$ cat src/rtl/key_debounce_pkg.sv
// Shared types and constants for the key debouncer.
// KEY_LONG_PRESS_EN selects the wider counter used by long-press detection.
package key_pkg;

  // Per-key debounce FSM states
  typedef enum logic [1:0] {
    IDLE      = 2'd0,
    PRESS_CHK = 2'd1,
    HELD      = 2'd2,
    REL_CHK   = 2'd3
  } key_st_t;

  // 20 ms and 1 s at 50 MHz
  localparam int DEBOUNCE_CYCLES_DEF = 1000000;
  localparam int LONG_CYCLES_DEF     = 50000000;

  // Field layout of the MCU status byte
  localparam int STATUS_STATE_LSB = 0;
  localparam int STATUS_PEND_LSB  = 4;
  localparam int STATUS_FIELD_W   = 4;

  // Counter width: the long-press count needs room for LONG_CYCLES,
  // otherwise only the debounce terminal value DEBOUNCE_CYCLES-1 must fit.
  function automatic int cnt_width(input int deb, input int lng, input bit long_en);
    int w;
    w = long_en ? $clog2(lng + 1) : $clog2(deb);
    if (w < 1) w = 1;
    return w;
  endfunction

endpackage

$ cat src/rtl/key_debounce_if.sv
// Key/event bus between the board keys, the MCU and the debouncer.
// long_evt exists only when KEY_LONG_PRESS_EN is defined.
//
// Event protocol: press_evt, release_evt and long_evt are single-cycle
// strobes with no back-pressure. evt_pending is the sticky copy of
// press_evt; the consumer acknowledges by raising evt_clr for at least one
// cycle. A press arriving in the same cycle as a clear wins, so an event is
// never lost between poll and clear.
interface key_debounce_if #(
  parameter int NUM_KEYS = 4
);
  logic [NUM_KEYS-1:0]   key;          // raw, active-low, asynchronous
  logic [NUM_KEYS-1:0]   evt_clr;      // per-key pending clear (level)
  logic [NUM_KEYS-1:0]   key_state;    // debounced level, 1 = pressed
  logic [NUM_KEYS-1:0]   press_evt;
  logic [NUM_KEYS-1:0]   release_evt;
  logic [NUM_KEYS-1:0]   evt_pending;
  logic [7:0]            status;       // drives MCU in_pin0
  logic [2*NUM_KEYS-1:0] dbg_state;    // packed per-key FSM state
`ifdef KEY_LONG_PRESS_EN
  logic [NUM_KEYS-1:0]   long_evt;
`endif

  // Board/MCU side
  modport master (
    output key, evt_clr,
    input  key_state, press_evt, release_evt, evt_pending, status, dbg_state
`ifdef KEY_LONG_PRESS_EN
    , input long_evt
`endif
  );

  // Debouncer side
  modport slave (
    input  key, evt_clr,
    output key_state, press_evt, release_evt, evt_pending, status, dbg_state
`ifdef KEY_LONG_PRESS_EN
    , output long_evt
`endif
  );

endinterface

$ cat src/rtl/key_debounce_chan.sv
// One key: 2-flop synchroniser, debounce counter, 4-state FSM and the
// sticky pending flag. KEY_LONG_PRESS_EN adds held-phase counting and
// a one-shot long_evt per press.
module key_debounce_chan
  import key_pkg::*;
#(
  parameter int DEBOUNCE_CYCLES = DEBOUNCE_CYCLES_DEF,
  parameter int LONG_CYCLES     = LONG_CYCLES_DEF
) (
  input  logic    clk,
  input  logic    rst_n,
  input  logic    key,
  input  logic    evt_clr,
  output logic    key_state,
  output logic    press_evt,
  output logic    release_evt,
  output logic    evt_pending,
`ifdef KEY_LONG_PRESS_EN
  output logic    long_evt,
`endif
  output key_st_t dbg_state
);

`ifdef KEY_LONG_PRESS_EN
  localparam bit LONG_EN = 1'b1;
`else
  localparam bit LONG_EN = 1'b0;
`endif

  localparam int CNT_W = cnt_width(DEBOUNCE_CYCLES, LONG_CYCLES, LONG_EN);
  localparam logic [CNT_W-1:0] DEB_LAST = CNT_W'(DEBOUNCE_CYCLES - 1);
`ifdef KEY_LONG_PRESS_EN
  localparam logic [CNT_W-1:0] LONG_LAST = CNT_W'(LONG_CYCLES - 1);
`endif

  logic             sync1, sync2;
  logic             ksync;
  key_st_t          state, state_nx;
  logic [CNT_W-1:0] cnt, cnt_nx;
  logic             key_state_nx, press_nx, release_nx, pending_nx;
`ifdef KEY_LONG_PRESS_EN
  logic             long_flag, long_flag_nx, long_nx;
`endif

  // Two-flop synchroniser; resets to the released (high) pin level
  always_ff @(posedge clk) begin
    if (!rst_n) begin
      sync1 <= 1'b1;
      sync2 <= 1'b1;
    end else begin
      sync1 <= key;
      sync2 <= sync1;
    end
  end

  assign ksync = ~sync2;

  // State register, counter and registered outputs
  always_ff @(posedge clk) begin
    if (!rst_n) begin
      state       <= IDLE;
      cnt         <= '0;
      key_state   <= 1'b0;
      press_evt   <= 1'b0;
      release_evt <= 1'b0;
      evt_pending <= 1'b0;
`ifdef KEY_LONG_PRESS_EN
      long_flag   <= 1'b0;
      long_evt    <= 1'b0;
`endif
    end else begin
      state       <= state_nx;
      cnt         <= cnt_nx;
      key_state   <= key_state_nx;
      press_evt   <= press_nx;
      release_evt <= release_nx;
      evt_pending <= pending_nx;
`ifdef KEY_LONG_PRESS_EN
      long_flag   <= long_flag_nx;
      long_evt    <= long_nx;
`endif
    end
  end

  // Next-state, counter and event decode
  always_comb begin
    state_nx     = state;
    cnt_nx       = cnt;
    key_state_nx = key_state;
    press_nx     = 1'b0;
    release_nx   = 1'b0;
`ifdef KEY_LONG_PRESS_EN
    long_flag_nx = long_flag;
    long_nx      = 1'b0;
`endif
    unique case (state)
      IDLE: begin
        if (ksync) begin
          cnt_nx   = '0;
          state_nx = PRESS_CHK;
        end
      end
      PRESS_CHK: begin
        if (!ksync) begin
          // bounce: drop back without an event
          cnt_nx   = '0;
          state_nx = IDLE;
        end else if (cnt == DEB_LAST) begin
          cnt_nx       = '0;
          state_nx     = HELD;
          key_state_nx = 1'b1;
          press_nx     = 1'b1;
        end else begin
          cnt_nx = cnt + CNT_W'(1);
        end
      end
      HELD: begin
        if (!ksync) begin
          cnt_nx   = '0;
          state_nx = REL_CHK;
        end
`ifdef KEY_LONG_PRESS_EN
        else if (cnt == LONG_LAST) begin
          // saturate; the flag makes the pulse one-shot per press
          if (!long_flag) begin
            long_nx      = 1'b1;
            long_flag_nx = 1'b1;
          end
        end else begin
          cnt_nx = cnt + CNT_W'(1);
        end
`endif
      end
      REL_CHK: begin
        if (ksync) begin
          // release glitch: back to held, long flag kept
          cnt_nx   = '0;
          state_nx = HELD;
        end else if (cnt == DEB_LAST) begin
          cnt_nx       = '0;
          state_nx     = IDLE;
          key_state_nx = 1'b0;
          release_nx   = 1'b1;
`ifdef KEY_LONG_PRESS_EN
          long_flag_nx = 1'b0;
`endif
        end else begin
          cnt_nx = cnt + CNT_W'(1);
        end
      end
      default: state_nx = IDLE;
    endcase
    // set has priority over clear so a press is never swallowed
    pending_nx = press_nx | (evt_pending & ~evt_clr);
  end

  assign dbg_state = state;

endmodule

$ cat src/rtl/key_debounce.sv
// Top: NUM_KEYS independent debounce channels plus the packed MCU status
// byte {pending[3:0], state[3:0]}, unused bits tied low.
// KEY_LONG_PRESS_EN enables long-press events on the bus.
module key_debounce
  import key_pkg::*;
#(
  parameter int NUM_KEYS        = 4,
  parameter int DEBOUNCE_CYCLES = DEBOUNCE_CYCLES_DEF,
  parameter int LONG_CYCLES     = LONG_CYCLES_DEF
) (
  input  logic          sys_clk,
  input  logic          sys_rst_n,
  key_debounce_if.slave bus
);

  logic [NUM_KEYS-1:0]   key_state_v;
  logic [NUM_KEYS-1:0]   press_v;
  logic [NUM_KEYS-1:0]   release_v;
  logic [NUM_KEYS-1:0]   pending_v;
`ifdef KEY_LONG_PRESS_EN
  logic [NUM_KEYS-1:0]   long_v;
`endif
  key_st_t               st_v [NUM_KEYS];
  logic [7:0]            status_c;
  logic [2*NUM_KEYS-1:0] dbg_c;

  for (genvar i = 0; i < NUM_KEYS; i++) begin : g_chan
    key_debounce_chan #(
      .DEBOUNCE_CYCLES (DEBOUNCE_CYCLES),
      .LONG_CYCLES     (LONG_CYCLES)
    ) u_chan (
      .clk         (sys_clk),
      .rst_n       (sys_rst_n),
      .key         (bus.key[i]),
      .evt_clr     (bus.evt_clr[i]),
      .key_state   (key_state_v[i]),
      .press_evt   (press_v[i]),
      .release_evt (release_v[i]),
      .evt_pending (pending_v[i]),
`ifdef KEY_LONG_PRESS_EN
      .long_evt    (long_v[i]),
`endif
      .dbg_state   (st_v[i])
    );
  end

  // Pack the status byte; fields are zero-padded to 4 bits
  always_comb begin
    status_c = '0;
    status_c[STATUS_STATE_LSB +: STATUS_FIELD_W] = STATUS_FIELD_W'(key_state_v);
    status_c[STATUS_PEND_LSB  +: STATUS_FIELD_W] = STATUS_FIELD_W'(pending_v);
  end

  // Pack per-key FSM states for observation
  always_comb begin
    dbg_c = '0;
    for (int i = 0; i < NUM_KEYS; i++) begin
      dbg_c[2*i +: 2] = st_v[i];
    end
  end

  assign bus.key_state   = key_state_v;
  assign bus.press_evt   = press_v;
  assign bus.release_evt = release_v;
  assign bus.evt_pending = pending_v;
  assign bus.status      = status_c;
  assign bus.dbg_state   = dbg_c;
`ifdef KEY_LONG_PRESS_EN
  assign bus.long_evt    = long_v;
`endif

endmodule

$ cat src/flat_wrapper.sv
// flat-port wrapper written by rule: the top's interface ports become plain ports
module key_debounce_flat import key_pkg::*;
#(
  parameter int NUM_KEYS        = 4,
  parameter int DEBOUNCE_CYCLES = DEBOUNCE_CYCLES_DEF,
  parameter int LONG_CYCLES     = LONG_CYCLES_DEF
)
  (sys_clk, sys_rst_n, bus_key, bus_evt_clr, bus_key_state, bus_press_evt, bus_release_evt, bus_evt_pending, bus_status, bus_dbg_state);
  key_debounce_if #(.NUM_KEYS(NUM_KEYS)) bus_i ();
  input  logic sys_clk;
  input  logic sys_rst_n;
  input wire logic [$bits(bus_i.key)-1:0] bus_key;
  input wire logic [$bits(bus_i.evt_clr)-1:0] bus_evt_clr;
  output wire logic [$bits(bus_i.key_state)-1:0] bus_key_state;
  output wire logic [$bits(bus_i.press_evt)-1:0] bus_press_evt;
  output wire logic [$bits(bus_i.release_evt)-1:0] bus_release_evt;
  output wire logic [$bits(bus_i.evt_pending)-1:0] bus_evt_pending;
  output wire logic [$bits(bus_i.status)-1:0] bus_status;
  output wire logic [$bits(bus_i.dbg_state)-1:0] bus_dbg_state;
  assign bus_i.key = bus_key;
  assign bus_i.evt_clr = bus_evt_clr;
  assign bus_key_state = bus_i.key_state;
  assign bus_press_evt = bus_i.press_evt;
  assign bus_release_evt = bus_i.release_evt;
  assign bus_evt_pending = bus_i.evt_pending;
  assign bus_status = bus_i.status;
  assign bus_dbg_state = bus_i.dbg_state;
  key_debounce #(.NUM_KEYS(NUM_KEYS), .DEBOUNCE_CYCLES(DEBOUNCE_CYCLES), .LONG_CYCLES(LONG_CYCLES)) u_core (.sys_clk(sys_clk), .sys_rst_n(sys_rst_n), .bus(bus_i));
endmodule
$ cat config.mk
export PLATFORM = sky130hd
export DESIGN_NAME = key_debounce_flat
export DESIGN_NICKNAME = d
export VERILOG_FILES = /design/src/rtl/key_debounce_pkg.sv /design/src/rtl/key_debounce_if.sv /design/src/rtl/key_debounce_chan.sv /design/src/rtl/key_debounce.sv /design/src/flat_wrapper.sv
export SDC_FILE = /design/constraint.sdc
export NUM_CORES = 1
export LEC_CHECK = 0
export ABC_AREA = 1
export CAP_MARGIN = 20
export CORE_MARGIN = 10
export CORE_UTILIZATION = 30
export DETAILED_ROUTE_END_ITERATION = 8
export PLACE_DENSITY_LB_ADDON = 0.15
export RECOVER_POWER = 25
export SLEW_MARGIN = 20
export SYNTH_ARGS = -nofsm -noshare
export SYNTH_HDL_FRONTEND = slang
export SYNTH_HIERARCHICAL = 1
export SYNTH_SLANG_ARGS = --single-unit
$ cat constraint.sdc
create_clock -name sys_clk -period 1.5 [get_ports sys_clk]
set_input_delay 0.375 -clock sys_clk [delete_from_list [all_inputs] [get_ports sys_clk]]
set_output_delay 0.375 -clock sys_clk [all_outputs]
set_load 0.01 [all_outputs]
Yosys cells after proc, flatten, opt, wreduce, memory -nomap -nowiden
Cells that the tools add are included.
Storage, ports and cells
  bits in registers: 112
  word-level logic and storage cells: 204
  input port bits: 10
  output and inout port bits: 32
Operators by class
  bitwise logic cells: 12
  reduce and logical (&&, ||, !) cells: 24
  add/subtract/negate cells: 4
  muxes and demuxes: 84
  eq/ne operators: 48
Operators with widths (number)
  two-way mux 20 bit: 20
  one-hot mux 20 bit (4 select lines): 4
  adder 20 x 1 -> 20 bit (second input constant): 4
  equality test 20 bit (second input constant): 4
  two-way mux 2 bit: 24
  != test 2 bit (second input constant): 24
  one-hot mux 2 bit (4 select lines): 4
  two-way mux 1 bit: 28
  != test 3 bit (second input constant): 8
  AND reduction 5 bit: 4
  equality test 2 bit (second input constant): 8
  AND reduction 4 bit: 4
  AND reduction 3 bit: 4
  equality test 2 x 1 -> 1 bit (second input constant): 4
  logical NOT 2 bit: 4
  one-hot mux 1 bit (2 select lines): 4
  AND reduction 2 bit: 4
  nonzero test 2 bit: 4
  bitwise AND 1 bit: 4
  inverter 1 bit: 4
  OR 1 bit: 4

Logic depth before layout (Yosys ltp)
  word-level depth: 5
  gate-level depth with buffers: 10
  depth with buffers taken out: 10

By module
Netlist, hierarchy kept.
By module, submodules not included
  key_debounce_chan (u_core.g_chan[1].u_chan ...): times used 2, area each 1591.5 sq um, sequential area each 560.5 sq um, cells an instance 244
  key_debounce_chan (u_core.g_chan[0].u_chan): times used 1, area each 1640.3 sq um, sequential area each 560.5 sq um, cells an instance 235
  key_debounce_chan (u_core.g_chan[3].u_chan): times used 1, area each 1570.3 sq um, sequential area each 560.5 sq um, cells an instance 240
  key_debounce: times used 1, area each 60.1 sq um, sequential area each 0.0 sq um, cells an instance 8

Least setup slack after synthesis
No wires, ideal clock.
  path type: register -> register
  from: register u_core.g_chan[0].u_chan.cnt[0]
  to: register u_core.g_chan[0].u_chan.cnt[8]
  setup time: 133 ps
  period minus slack after synthesis: 1472 ps
  buffers on the path: 1
  stages on the path, launching flop included: 10
  path slack: 28 ps
  data required time: 1367 ps
  data arrival time: 1338 ps
  path through: dfxtp_1 -> ha_1 -> nand3_2 -> nor2_4 -> nand3_4 -> nand2_4 -> inv_2 -> buf_6 -> nand2_2 -> a21oi_2
On the way
  cells in the longest elaborated chain, start to end: 4
  elaborated cells on any way between the ends: 6
  those cells by class: add/sub (1); eq/ne (1); mux (4)
RTL lines
  start: declaration: RTL line key_debounce_chan.sv:39  | logic [CNT_W-1:0] cnt, cnt_nx;
  start signal: assignment: RTL line key_debounce_chan.sv:73  | cnt <= cnt_nx;
  adder 20 x 1 -> 20 bit / equality test 20 bit (equally long branches)
  two-way mux 20 bit *: RTL line key_debounce_chan.sv:108, key_debounce_chan.sv:139
  two-way mux 20 bit (on tied branches): RTL line key_debounce_chan.sv:135, key_debounce_chan.sv:104
  one-hot mux 20 bit (4 select lines) *: RTL line key_debounce_chan.sv:96  | unique case (state)
Mark *: on every way between the ends. The rest lies on a longest branch, timed or not.
A chain may end at the register's enable or synchronous reset.

Final worst setup path
  from: register u_core.g_chan[2].u_chan.cnt[0]
  to: register u_core.g_chan[2].u_chan.key_state
On the way
  cells in the longest elaborated chain, start to end: 3
  elaborated cells on any way between the ends: 4
  those cells by class: eq/ne (3); reduce/logical (1)
RTL lines
  start: declaration: RTL line key_debounce_chan.sv:39
  start signal: assignment: RTL line key_debounce_chan.sv:73
  equality test 20 bit *: RTL line key_debounce_chan.sv:108, key_debounce_chan.sv:139
  != test 2 bit (no source line)
  AND reduction 5 bit (no source line) *
  end signal: assignment: RTL line key_debounce_chan.sv:74  | key_state <= key_state_nx;
  end: declaration: RTL line key_debounce_chan.sv:14  | output logic key_state,
Marked as above.

==> impl_metrics.toml <==
[power_and_ir_drop]
combPwrFrac_pct = 11.9
clock_power_share_pct = 39.4
vdd_drop_max_uv = 557
pwr_density_cell_mw_per_mm2 = 732
switching_power_mw = 1.69
power_switching_share_pct = 26.8
pwr-share-seq_pct = 48.6
p_int_mw = 4.62
leakagePower_nw = 3.26

[logic_synthesis]
synth.area.top_cells = "dfxtp_1 (35%), nand2_1 (16%), nand3_1 (6.0%), nor2_1 (6.0%), inv_1 (5.9%)"
synth-xor-area-share_pct = 1.36
synthArstFlopShare_pct = 0
synthCells = 971
ys.warnings.count = 6
yosys.area_share.simple_pct = 41.6
yosys.area.top_type = "dfxtp_1"
yosysSeqAreaShare_pct = 34.7
synth_top_family_by_area = "simple AND/OR/NAND/NOR gates"
synth_compound_area_share_pct = 12.1
synth_edf_count = 0
synth_fa_ha_area_share_pct = 0.775
syn_area_per_cell_sq_um = 6.65
yosys.cell_types.count = 39
synthMuxAreaShare_pct = 0
synth_nets = 985
synth_top_area_share_pct = 34.7
synth_seq_cells = 112
synth_flop_cell = "dfxtp_1"
syn_area_sq_mm = 0.00645

[floorplan]
io_pins = 42
core-area_sq_mm = 0.0211
die-area_sq_mm = 0.0278
die_w_um = 167
initial_core_util_pct = 30.6
die_h_um = 167
num_rows = 53

[grt]
grt_use_total_pct = 12.6
global_route.usage.met2_pct = 20.4
grt_overflow = 0
grt_max_degree = 25
grt_pass1_vias = 6057
use_met3_pct = 2.57
grt_pass1_wl_um = 29900
antenna_found_initial = 0
busiest_layer = "met2"
gr-usage-met1_pct = 16.4

[clock_network]
cts_made_buffers = 9
cts_tree = "yes"
cts_buffer_depth = 2
htreeDepth = 3
clock-root-buffer = "clkbuf_16"
cts.sinks = 112
clk-insertion-delay-late_ps = 370
cts.clk_slew.worst_paths_ps = 80

[sta]
period_minus_slack_ps = 1460
setup_violations = 0
relSlewSlack_pct = 58.6
finalHoldViolations = 0
worst_slew_pin_slew_ps = 621
fin_skew_ps = 11.3
final.period_utilization_pct = 97.4
achievable-frequency_ghz = 0.685
slew_violations = 0
rsz0062_at_grt = "yes"

[finish]
multi_input_area_sq_mm = 0.00399
final_common_cell = "nand2_1"
fin_util_pct = 40.9
final_cells = 1382
n_fill_cell = 2227
fin_area_sq_mm = 0.00863
seqCellArea_sq_mm = 0.00229
area_growth_pct = 33.7
mostFrequentLayoutCells = "nand2_1 (255), inv_1 (99), buf_4 (94), nor2_1 (87), dfxtp_1 (76)"
drive_above_1_share_pct = 30.2
finalNetCount = 1116
n_antenna_cell = 0

[routing]
vias = 6342
drt_drc_violations_left = 0
post_drt_wl_per_cell_um = 13.0
viasPerCell = 4.59
drt_iter0_drc = 318
ant_nets = 0
drt-pass1-iter-count = 5
wirelength_um = 18000

[worst_hold_path]
min_path_type = "register to register"

[setup_path]
cp.required_ps = 1760
path_buf_inv = 0
path_max_fanout = 5
crit_top_cell = "nand3_2"
critPathLaunchType = "register"
crit_slowest_cell = "dfxtp_2"
worst_ep_arrival_time_ps = 1720
critPathKind = "register to register"
cp_top_family = "simple AND/OR/NAND/NOR gates"
crit_path_end_kind = "register"
crit_chain = "ha_2, nand3_2, nor2_4, nand3_2, or2_1, nand3_1, nand2_1"
max_stage_delay_ps = 340

[flow_run]
maxCapViolations = 0

[run_status]
status = "completed"

[placement]
numPortBuffers = 41
place_area_sq_mm = 0.00771
hpwl_um = 13100
dp_cells = 1342
gp_congestion = 0.820
synth_stat cells (2+ instances only):
library cell  instances
a21o_1                3
a21oi_1              55
a21oi_2              18
buf_2                 8
buf_4                 8
buf_6                 6
clkbuf_1              7
dfxtp_1             112
ha_1                  4
inv_1               101
inv_2                 8
nand2_1             273
nand2_2              18
nand2_4               4
nand3_1              78
nand3_2              11
nand4_1              24
nor2_1              103
nor2_2               16
nor2_4               15
nor3_1               11
nor3_2                2
o21ai_0              43
o21ai_1               2
o21ai_2               2
o21bai_1              5
o22ai_1               2
or2_1                 4
or2_2                10
xnor2_1               3
xor2_1                7
path summary, 6_finish.rpt:
path                                                                  start                                        endpoint  slack, ps  cells past startpoint
worst min register to register     u_core/g_chan[0].u_chan/sync1$_SDFF_PN1_        u_core/g_chan[0].u_chan/sync2$_SDFF_PN1_        400                      1
worst min-delay path               u_core/g_chan[0].u_chan/sync1$_SDFF_PN1_        u_core/g_chan[0].u_chan/sync2$_SDFF_PN1_        400                      1
worst max register to register  u_core/g_chan[2].u_chan/cnt[0]$_SDFFE_PN0P_  u_core/g_chan[2].u_chan/key_state$_SDFFE_PN0P_         40                      7
worst max-delay path            u_core/g_chan[2].u_chan/cnt[0]$_SDFFE_PN0P_  u_core/g_chan[2].u_chan/key_state$_SDFFE_PN0P_         40                      7
area by class of cell:
class	count	area share (%)
multi-input combinational	720	46.2
sequential	112	26.5
timing repair buffer	149	15.0
inverter	110	4.84
tap	275	3.99
clock buffer	10	2.65
clock inverter	6	0.783
through the flow:
| step | setup TNS, ps | hold WS [ps] | setup slack [ps] | total power [mW] |
|---|---|---|---|---|
| CTS | 0 | 370 | 4.75 | 6.38 |
| global route | -1890 | 433 | -86.4 | 6.60 |
| floorplan | 0 | 393 | 28.4 | 3.50 |
| finish | 0 | 404 | 39.6 | 6.31 |
| global placement | -5.58 | 395 | -3.38 | 3.86 |
| detailed placement | -105 | 401 | -39.4 | 3.86 |
power groups by stage:
stage	sequential (mW)	combinational, mW	clock [mW]
after global placement	3.13	0.731	0
after CTS	3.06	0.717	2.60
after floorplan	3.14	0.368	0
final	3.07	0.754	2.49
after detailed placement	3.13	0.725	0
after global routing	3.08	0.827	2.70
what timing repair did:
item | 4_1_cts | 5_1_grt
pin swaps | 9 | 43
hold buffers | 0 | 0
endpoints found under the hold margin | 0 | 0
gates resized for setup | 59 | 122
gates cloned | 1 | 2
buffers inserted | 0 | 21
setup endpoints to repair | 48 | 96
routing by layer:
| metal | part of all wire [%] | wire length (um) | vias up |
|---|---|---|---|
| met5 | 0 | 0 | - |
| met1 | 49 | 8830 | 2877 |
| met4 | 1.4 | 251 | 0 |
| met2 | 46 | 8310 | 84 |
| met3 | 3.2 | 584 | 18 |
| li1 | - | - | 3363 |
registers in the layout, indices dropped and copies added, names as in the netlist, named ones only:
register and cells:
u_core/g_chan.u_chan/release_evt 4, u_core/g_chan.u_chan/sync2 4, u_core/g_chan.u_chan/cnt 80, u_core/g_chan.u_chan/dbg_state 4, u_core/g_chan.u_chan/press_evt 4, u_core/g_chan.u_chan/key_state 4
u_core/g_chan.u_chan/sync1 4, u_core/g_chan.u_chan/evt_pending 4
logic make-up (layout without fill, tap and decap cells):
logic type,after synthesis,after routing
simple gates,572,573
compound gates,133,133
fa+ha+maj,4,4
buf+inv,140,275
xor+xnor,10,10
flops,112,112
Power figures use the tool's default switching activity.
